<file path="src/rtl/id_ex_stage_buf.sv">
// ID->EX pipeline stage with a valid/ready handshake and a 2-entry skid buffer.
// InReady is a register (high whenever the skid entry will be empty), so there is
// no combinational OutReady->InReady path. Flush drops everything held and
// anything accepted in the same cycle. Saturating counters track EX-side
// stalls, bubbles and flushes.
//
// Ports:
//   Clk, Rst                  clock, synchronous active-high reset
//   InValid / InReady         upstream handshake (InReady registered)
//   InInstAddr, InRdAddr,     incoming instruction fields
//   InRdWriteEnable, InPayload
//   Flush                     invalidate main and skid entries
//   OutValid / OutReady       downstream handshake
//   OutInstAddr, OutRdAddr,   main-entry fields (OutRdWriteEnable gated by OutValid)
//   OutRdWriteEnable, OutPayload
//   StallCount, BubbleCount,  saturating performance counters
//   FlushCount
module id_ex_stage_buf #(
  parameter int unsigned PAYLOAD_WIDTH = 192,
  parameter int unsigned ADDR_WIDTH    = 64,
  parameter logic [ADDR_WIDTH-1:0] ADDR_INIT = ADDR_WIDTH'(64'h8000_0000),
  parameter int unsigned RD_WIDTH      = 5,
  parameter int unsigned CNT_WIDTH     = 32
) (
  input  logic                     Clk,
  input  logic                     Rst,
  input  logic                     InValid,
  output logic                     InReady,
  input  logic [ADDR_WIDTH-1:0]    InInstAddr,
  input  logic [RD_WIDTH-1:0]      InRdAddr,
  input  logic                     InRdWriteEnable,
  input  logic [PAYLOAD_WIDTH-1:0] InPayload,
  input  logic                     Flush,
  output logic                     OutValid,
  input  logic                     OutReady,
  output logic [ADDR_WIDTH-1:0]    OutInstAddr,
  output logic [RD_WIDTH-1:0]      OutRdAddr,
  output logic                     OutRdWriteEnable,
  output logic [PAYLOAD_WIDTH-1:0] OutPayload,
  output logic [CNT_WIDTH-1:0]     StallCount,
  output logic [CNT_WIDTH-1:0]     BubbleCount,
  output logic [CNT_WIDTH-1:0]     FlushCount
);

  typedef enum logic [1:0] {
    S_EMPTY,
    S_ONE,
    S_FULL
  } state_t;

  state_t r_state;
  state_t w_state_nxt;

  logic                     r_in_ready;
  logic [ADDR_WIDTH-1:0]    r_main_addr, r_skid_addr;
  logic [RD_WIDTH-1:0]      r_main_rd,   r_skid_rd;
  logic                     r_main_rdwe, r_skid_rdwe;
  logic [PAYLOAD_WIDTH-1:0] r_main_pl,   r_skid_pl;
  logic [CNT_WIDTH-1:0]     r_stall_cnt, r_bubble_cnt, r_flush_cnt;

  logic w_in_fire;
  logic w_out_valid;
  logic w_out_fire;
  logic w_load_main_in;
  logic w_load_main_skid;
  logic w_load_skid;

  assign w_out_valid = (r_state != S_EMPTY);
  assign w_in_fire   = InValid & r_in_ready;
  assign w_out_fire  = w_out_valid & OutReady;

  always_comb begin
    w_state_nxt      = r_state;
    w_load_main_in   = 1'b0;
    w_load_main_skid = 1'b0;
    w_load_skid      = 1'b0;
    unique case (r_state)
      S_EMPTY: begin
        if (w_in_fire) begin
          w_state_nxt    = S_ONE;
          w_load_main_in = 1'b1;
        end
      end
      S_ONE: begin
        if (w_in_fire && w_out_fire) begin
          w_load_main_in = 1'b1;
        end else if (w_in_fire) begin
          w_state_nxt = S_FULL;
          w_load_skid = 1'b1;
        end else if (w_out_fire) begin
          w_state_nxt = S_EMPTY;
        end
      end
      S_FULL: begin
        // InReady is low here, so only the drain transition is possible
        if (w_out_fire) begin
          w_state_nxt      = S_ONE;
          w_load_main_skid = 1'b1;
        end
      end
      default: w_state_nxt = S_EMPTY;
    endcase
    // Flush discards held and same-cycle accepted entries; data regs keep their contents
    if (Flush) begin
      w_state_nxt      = S_EMPTY;
      w_load_main_in   = 1'b0;
      w_load_main_skid = 1'b0;
      w_load_skid      = 1'b0;
    end
  end

  always_ff @(posedge Clk) begin
    if (Rst) begin
      r_state    <= S_EMPTY;
      r_in_ready <= 1'b0;
    end else begin
      r_state    <= w_state_nxt;
      r_in_ready <= (w_state_nxt != S_FULL);
    end
  end

  always_ff @(posedge Clk) begin
    if (Rst) begin
      r_main_addr <= ADDR_INIT;
      r_main_rd   <= '0;
      r_main_rdwe <= 1'b0;
      r_main_pl   <= '0;
      r_skid_addr <= '0;
      r_skid_rd   <= '0;
      r_skid_rdwe <= 1'b0;
      r_skid_pl   <= '0;
    end else begin
      if (w_load_main_in) begin
        r_main_addr <= InInstAddr;
        r_main_rd   <= InRdAddr;
        r_main_rdwe <= InRdWriteEnable;
        r_main_pl   <= InPayload;
      end else if (w_load_main_skid) begin
        r_main_addr <= r_skid_addr;
        r_main_rd   <= r_skid_rd;
        r_main_rdwe <= r_skid_rdwe;
        r_main_pl   <= r_skid_pl;
      end
      if (w_load_skid) begin
        r_skid_addr <= InInstAddr;
        r_skid_rd   <= InRdAddr;
        r_skid_rdwe <= InRdWriteEnable;
        r_skid_pl   <= InPayload;
      end
    end
  end

  // Stall/bubble use the pre-flush OutValid, so a flush cycle still counts them
  always_ff @(posedge Clk) begin
    if (Rst) begin
      r_stall_cnt  <= '0;
      r_bubble_cnt <= '0;
      r_flush_cnt  <= '0;
    end else begin
      if (w_out_valid && !OutReady && (r_stall_cnt != '1))
        r_stall_cnt <= r_stall_cnt + CNT_WIDTH'(1);
      if (!w_out_valid && OutReady && (r_bubble_cnt != '1))
        r_bubble_cnt <= r_bubble_cnt + CNT_WIDTH'(1);
      if (Flush && (r_flush_cnt != '1))
        r_flush_cnt <= r_flush_cnt + CNT_WIDTH'(1);
    end
  end

  assign InReady          = r_in_ready;
  assign OutValid         = w_out_valid;
  assign OutInstAddr      = r_main_addr;
  assign OutRdAddr        = r_main_rd;
  assign OutRdWriteEnable = r_main_rdwe & w_out_valid;
  assign OutPayload       = r_main_pl;
  assign StallCount       = r_stall_cnt;
  assign BubbleCount      = r_bubble_cnt;
  assign FlushCount       = r_flush_cnt;

endmodule

</file>
<file path="config.mk">
export PLATFORM = sky130hd
export DESIGN_NAME = id_ex_stage_buf
export DESIGN_NICKNAME = d
export VERILOG_FILES = /design/src/rtl/id_ex_stage_buf.sv
export SDC_FILE = /design/constraint.sdc
export NUM_CORES = 1
export LEC_CHECK = 0
export ABC_AREA = 0
export BUFFER_PORTS_ARGS = -buffer_cell sky130_fd_sc_hd__buf_4
export CAP_MARGIN = 20
export CORE_AREA = 5 5 239 241
export DETAILED_ROUTE_END_ITERATION = 10
export DIE_AREA = 0 0 244 246
export PLACE_DENSITY = 0.79
export SLEW_MARGIN = 20
export SYNTH_ARGS = -nofsm -noshare
export SYNTH_HDL_FRONTEND = slang
export SYNTH_SLANG_ARGS = --single-unit
</file>
<file path="constraint.sdc">
create_clock -name Clk -period 4.3 [get_ports Clk]
set_clock_uncertainty 0.2 [all_clocks]
set_input_delay 0.215 -clock Clk [delete_from_list [all_inputs] [get_ports Clk]]
set_output_delay 0.215 -clock Clk [all_outputs]
set_load 0.05 [all_outputs]
</file>
==> results.cfg, run 1 <==
[sta]
layout_min_cycle_time_ns = 3.38
tightest_slew_ns = 0.972
fin_crit_sh_pct = 78.6
setup_violations = 0
rsz0062_at_grt = no
max-slew-margin-rel_pct = 35.2
drv_slew = 0
finalSetupTns_ns = 0
max_freq_mhz = 296
hold_viol = 0

[die]
start_util_pct = 45.6
fp.coreArea_um2 = 54700
die-height_um = 246
ios = 627
die_area_um2 = 60000
row_count = 86
die_w_um = 244

[global_routing]
grt_pass1_wl_mm = 130
grt_max_degree = 181
antenna_found_initial = 6
grt-ovfl-total = 0
grt_pass1_vias = 24000
grt_usage_pct = 25.9

[cells_and_area]
utilization_pct = 64.5
layoutNonFillerInstCount = 4429
syn_to_final_growth_pct = 41.6
final_cell_mix = 633 x buf_4, 623 x dfxtp_1, 565 x nand2_1, 364 x nor2_1, 302 x dlygate4sd3_1
finalNetCount = 3930
final_common_cell = buf_4
drive_gt1_share_pct = 20.9

[clock_network]
clock-sinks = 623
cts.repair.resized = 0
clk_pin_slew_ns = 0.07
htree_levels = 3
cts_buffers = 67
cts_tree = built
ctsHoldBuffers = 302
clockRootBuffer = clkbuf_16
clk_latency_ns = 0.59
post_cts_buffers = 0
clockBufferDepth = 3

[place]
dp.cells = 3993
dp_hpwl_mm = 49.1
place_congestion = 0.842
io_buffers = 626

[detailed_routing]
drtIter0Drc = 1702
wl_mm = 83.3
wl_met1_mm = 31.9
ant_nets = 0
wl_per_cell_um = 18.8
viasPerCell = 5.48
wl_met2_mm = 40.5
vias = 24300
wl_met3_mm = 6.28
drcViolationCount = 0
drt_first_pass_iters = 6
maxUsedRoutingLayer = met4

[status]
status = complete, no violations

[synthesis]
synth_seq_cells = 623
syn_area_per_cell_um2 = 8.71
yosys_warnings = 0
ys_seq_area_share_pct = 50.1
syn_area_um2 = 24900
syn_inst = 2861
syn-num-nets = 3131
netlist-cell-type-count = 45

[setup_path]
slowest_delay_ns = 0.62
critical_path.most_common_cell = nand2_1
crit_path_top_delay_cell = dlygate4sd3_1
path_buf_inv = 2
crit_family = simple AND/OR/NAND/NOR gates
path_max_fanout = 90
start_kind = flip-flop
required_ns = 4.58
path_class = reg2reg
cp.arrival_ns = 3.66
end_kind = flip-flop
path_cells = nand2_1 -> or2_2 -> nor2_1 -> nand2_8 -> buf_12 -> nand2_1 -> a21oi_1 -> dlygate4sd3_1

[power_and_ir_drop]
seqPwrFrac_pct = 44.6
p_total_w = 0.0135
pwr-share-clk_pct = 43.6
intPower_w = 0.0100
vdd_ir_drop_max_mv = 0.422
netSwitchingPower_w = 0.00346
swShare_pct = 25.6
pwr_density_cell_nw_per_um2 = 382
p_leak_nw = 13.3
combPwrFrac_pct = 11.8

[min_path]
hold_class = in2reg

[run]
cap_violations = 0
-- Yosys cell counts, drive strengths merged --
| cell | number | area [µm²] |
|---|---|---|
| nor2 | 364 | 1370 |
| and4 | 10 | 90.1 |
| dfxtp | 623 | 12500 |
| o211ai | 1 | 7.51 |
| nand3 | 43 | 215 |
| ha | 3 | 37.5 |
| nand4b | 3 | 26.3 |
| mux2i | 265 | 2650 |
| or4 | 1 | 11.3 |
| xor2 | 67 | 587 |
| and3 | 16 | 101 |
| nand4 | 44 | 275 |
| or2 | 2 | 12.5 |
| inv | 12 | 45.0 |
| a211oi | 262 | 1970 |
| nor3 | 8 | 40.0 |
| clkbuf | 162 | 619 |
| xnor2 | 12 | 105 |
| a21bo | 1 | 10.0 |
| or3b | 2 | 20.0 |
| a31oi | 2 | 18.8 |
| nand2 | 567 | 2130 |
| mux2 | 1 | 11.3 |
| nor2b | 2 | 12.5 |
| nor4 | 12 | 139 |
| a21oi | 279 | 1400 |
| o22a | 1 | 8.76 |
| buf | 59 | 310 |
| o21ai | 12 | 60.1 |
| or3 | 12 | 75.1 |
| nand3b | 2 | 15.0 |
| and2 | 8 | 50.1 |
| nor4b | 1 | 15.0 |
| and2b | 1 | 7.51 |
| o21bai | 1 | 7.51 |
-- cells by family after synthesis --
group	Yosys count	synth area share, %
AND/OR/NAND/NOR	1098	18.5
flip-flops	623	50.1
AO/OA/AOI/OAI	559	14.0
multiplexers	266	10.7
buffers and inverters	233	3.91
XOR/XNOR	79	2.78
adder cells (fa/ha/maj)	3	0.151
-- state kept, by name, indices dropped and copies added, names as in the netlist, 2 cells and up --
name and flops:
BubbleCount 32, r_skid_addr 64, OutInstAddr 64, OutPayload 192
OutRdAddr 5, FlushCount 32, r_skid_pl 192, StallCount 32
r_skid_rd 5, r_state 2
-- stage by stage --
stage	worst slack (ns)	hold WS (ns)	area (µm²)
CTS	0.955	0.189	35200
floorplan	1.78	0.0937	24900
global route	0.869	0.223	35300
global placement	1.56	0.240	30000
detailed placement	1.50	0.246	30000
finish	0.921	0.235	35300
-- final timing paths --
check,slack [ns],cells past startpoint,to,startpoint
worst min register to register,0.25,2,r_skid_pl[80]$_SDFFE_PP0P_,r_skid_pl[80]$_SDFFE_PP0P_
worst max-delay path,0.92,8,r_skid_pl[130]$_SDFFE_PP0P_,InReady$_SDFF_PP0_
worst min-delay path,0.23,4,r_skid_pl[125]$_SDFFE_PP0P_,InPayload[125]
worst max register to register,0.92,8,r_skid_pl[130]$_SDFFE_PP0P_,InReady$_SDFF_PP0_
-- layer usage --
layer  track usage, %  vias to the layer above
met5                0                        -
met4             14.0                        0
met3             7.20                      305
met2             44.1                      997
met1             29.7                    11500
li1                 -                    11500
-- worst reg2reg max path: cells and delay by family (launching register included) --
family                 cells  cell delay [ns]
AOI/OAI and AO/OA          1             0.09
and+or+nand+nor            5             1.44
DFF                        1             0.34
buffers and inverters      2             1.23
-- final cells by class --
cell class | count | area [µm²]
clock buffer | 99 | 2010
fill | 3974 | 19400
sequential | 623 | 12500
inverter | 12 | 45.0
clock inverter | 21 | 243
multi-input combinational | 2005 | 11500
timing repair buffer | 951 | 8090
antenna | 14 | 35.0
tap | 704 | 881
-- power groups by stage --
stage	Sequential [W]	Combinational [W]	Clock, W
2_1_floorplan	0.00657	0.000333	0
3_3_place_gp	0.00613	0.00134	0
3_5_place_dp	0.00613	0.00135	0
4_1_cts	0.00600	0.00156	0.00594
5_1_grt	0.00602	0.00167	0.00622
6_report	0.00601	0.00160	0.00588
Power figures use the tool's default switching activity.
==> run 2: changes to the inputs <==
--- a/config.mk
+++ b/config.mk
@@ -5,13 +5,13 @@
 export SDC_FILE = /design/constraint.sdc
 export NUM_CORES = 1
 export LEC_CHECK = 0
-export ABC_AREA = 0
+export ABC_AREA = 1
 export BUFFER_PORTS_ARGS = -buffer_cell sky130_fd_sc_hd__buf_4
 export CAP_MARGIN = 20
-export CORE_AREA = 5 5 239 241
+export CORE_AREA = 5 5 240 242
 export DETAILED_ROUTE_END_ITERATION = 10
-export DIE_AREA = 0 0 244 246
-export PLACE_DENSITY = 0.79
+export DIE_AREA = 0 0 245 247
+export PLACE_DENSITY = 0.81
 export SLEW_MARGIN = 20
 export SYNTH_ARGS = -nofsm -noshare
 export SYNTH_HDL_FRONTEND = slang
==> constraint.sdc (replaced) <==
create_clock -name Clk -period 3.2 [get_ports Clk]
set_clock_uncertainty 0.2 [all_clocks]
set_input_delay 0.16 -clock Clk [delete_from_list [all_inputs] [get_ports Clk]]
set_output_delay 0.16 -clock Clk [all_outputs]
set_load 0.05 [all_outputs]
==> run 2 against run 1 <==
The run now ends with DRC left. Sequential share of layout area down 0.71 points. Synthesized cell count increased by 27%. Global-route usage increased by 4.1 points. Critical endpoint is now OutInstAddr[14]$_SDFFE_PP0P_. Highest routed layer is now met5.
==> results.cfg, run 2 <==
[sta]
finalSetupTns_ns = 0
drv_slew = 0
setup_violations = 0
max-slew-margin-rel_pct = 35.7
fin_crit_sh_pct = 84.4
tightest_slew_ns = 0.965
hold_viol = 0
max_freq_mhz = 370
rsz0062_at_grt = no
whs_ns = 0.167
layout_min_cycle_time_ns = 2.70

[die]
ios = 627
die_area_um2 = 60500
row_count = 86
die_w_um = 245
die-height_um = 247
start_util_pct = 47.8
fp.coreArea_um2 = 54900

[detailed_routing]
drtIter0Drc = 2705
drcViolationCount = 1
viasPerCell = 5.50
wl_mm = 96.3
ant_nets = 0
wl_per_cell_um = 18.7
vias = 28300
drt_first_pass_iters = 11

[global_routing]
grt_pass1_wl_mm = 149
grt_max_degree = 166
antenna_found_initial = 7
grt_usage_pct = 30.0
grt_pass1_vias = 27600
grt-ovfl-total = 0

[synthesis]
yosys_warnings = 0
ys_async_sr_fraction_pct = 0
synth_edf_count = 0
yosysMostFrequentCell = nand2_1
synth_top_area_cell = dfxtp_1
yosysTopAreaCellShare_pct = 47.6
ys_seq_area_share_pct = 47.6
synth_seq_cells = 623
netlist-cell-type-count = 31
syn_inst = 3628
syn_area_um2 = 26200
syn-num-nets = 3898
yosys-top-cells-count = 682 x nand2_1, 623 x dfxtp_1, 544 x a21oi_1
synth_ff_type = dfxtp_1
syn_area_per_cell_um2 = 7.22
synth_area_leaders = dfxtp_1 48%, a21oi_1 10%, o21ai_0 10%

[place]
place_congestion = 0.945
io_buffers = 626
dp_hpwl_mm = 57.3

[setup_path]
required_ns = 3.50
path_class = reg2reg
cp-startpoint = r_state[1]$_SDFF_PP0_
r2r_slack_ns = 0.50
r2r_end = OutInstAddr[14]$_SDFFE_PP0P_
start_kind = flip-flop
end_kind = flip-flop
reg2reg_from = r_state[1]$_SDFF_PP0_
cp.arrival_ns = 3.00
path_max_fanout = 58
rr_worst_depth = 10

[clock_network]
clock-sinks = 623
cts_buffers = 68
post_cts_buffers = 0
cts_tree = built
clockBufferDepth = 3
clk_pin_slew_ns = 0.07
cts.repair.resized = 0
clockRootBuffer = clkbuf_16
htree_levels = 3
ctsHoldBuffers = 268
clk_latency_ns = 0.59

[status]
violations = DRC
status = finished with violations

[power_and_ir_drop]
pwr_density_cell_nw_per_um2 = 494
vdd_ir_drop_max_mv = 0.474
p_leak_nw = 15.3

[cells_and_area]
multi_input_area_um2 = 11300
drive_gt1_share_pct = 19.3
syn_to_final_growth_pct = 37.4
final_cell_mix = 682 x nand2_1, 639 x buf_4, 623 x dfxtp_1, 544 x a21oi_1, 526 x o21ai_0
fill_cells = 4142
finalNetCount = 4662
final_common_cell = nand2_1
register_area_um2 = 12500

[min_path]
hold_class = in2reg
worstHoldStart = InPayload[6]
hold_end = r_skid_pl[6]$_SDFFE_PP0P_
hold_depth = 4

[run]
cap_violations = 0
run 2: cell count changes in the layout (fill, tap and decap cells not counted), sizes merged, moves of 41 or more:
cell | previous run | this run
nor2 | 364 | 462
inv | 16 | 358
xor2 | 67 | 26
nand2 | 567 | 697
o21ai | 12 | 538
a21oi | 279 | 597
a211oi | 262 | 1
mux2i | 265 | 0
run 2: layout make-up:
| cell class | instances | share of cell area, % |
|---|---|---|
| Clock inverter | 26 | 0.705 |
| Antenna cell | 7 | 0.0486 |
| Sequential cell | 623 | 34.6 |
| Clock buffer | 98 | 5.49 |
| Multi-Input combinational cell | 2423 | 31.4 |
| Timing Repair Buffer | 921 | 21.5 |
| Tap cell | 704 | 2.45 |
| Inverter | 355 | 3.75 |
run 2: report_power, final:
group          internal, W  switching [W]  leakage, nW  total, W
Clock              0.00457        0.00330         1.10   0.00787
Sequential         0.00790      0.0000975         5.04   0.00800
Combinational     0.000740        0.00116         9.14   0.00190
Total               0.0132        0.00456         15.3    0.0178
run 2: worst max-delay path by stage:
stage / slack, ns / depth (start not counted) / end
floorplan: 0.88 / 11 / BubbleCount[28]$_SDFFE_PP0P_
global placement: 0.70 / 10 / OutInstAddr[12]$_SDFFE_PP0P_
detailed placement: 0.59 / 10 / OutInstAddr[44]$_SDFFE_PP0P_
CTS: 0.55 / 10 / OutInstAddr[51]$_SDFFE_PP0P_
global route: 0.28 / 10 / OutInstAddr[14]$_SDFFE_PP0P_
finish: 0.50 / 10 / OutInstAddr[14]$_SDFFE_PP0P_
run 2: logic make-up after synthesis:
group,synth area share (%)
and+or+nand+nor,19.0
xor gates and xnor gates,1.44
buffers and inverters,9.36
DFF,47.6
adders and majority gates,0.143
AOI/OAI and AO/OA,22.5
run 2: layer usage:
layer / vias to the layer above / GRT usage [%] / routed length (µm)
met5: - / 0 / 19
met3: 490 / 8.33 / 9150
met2: 1634 / 49.4 / 44800
li1: 13200 / - / -
met4: 4 / 18.9 / 6850
met1: 13000 / 34.7 / 35400
run 2: critical path, cell delays in order (launching register included):
cell and delay, ns:
dfxtp_1 0.33, inv_2 0.08, nand3_1 0.09, nor2_1 0.41, nand2_8 0.24, inv_2 0.15, buf_4 0.55, nand2_1 0.09
o21ai_0 0.10, a21oi_1 0.06, nor2_1 0.23
run 2: stage by stage:
step                      instance area (µm²)  std cells  util [%]  power (W)  worst slack [ns]
after floorplan                         26200       3628         -    0.00906             0.876
after global placement                  31100       4758      56.6    0.00969             0.698
after detailed placement                31100       4758      56.6    0.00970             0.593
after CTS                               36000       5150      65.6     0.0178             0.545
after global routing                    36000       5155      65.6     0.0183             0.281
final                                   36000       5157      65.6     0.0178             0.500
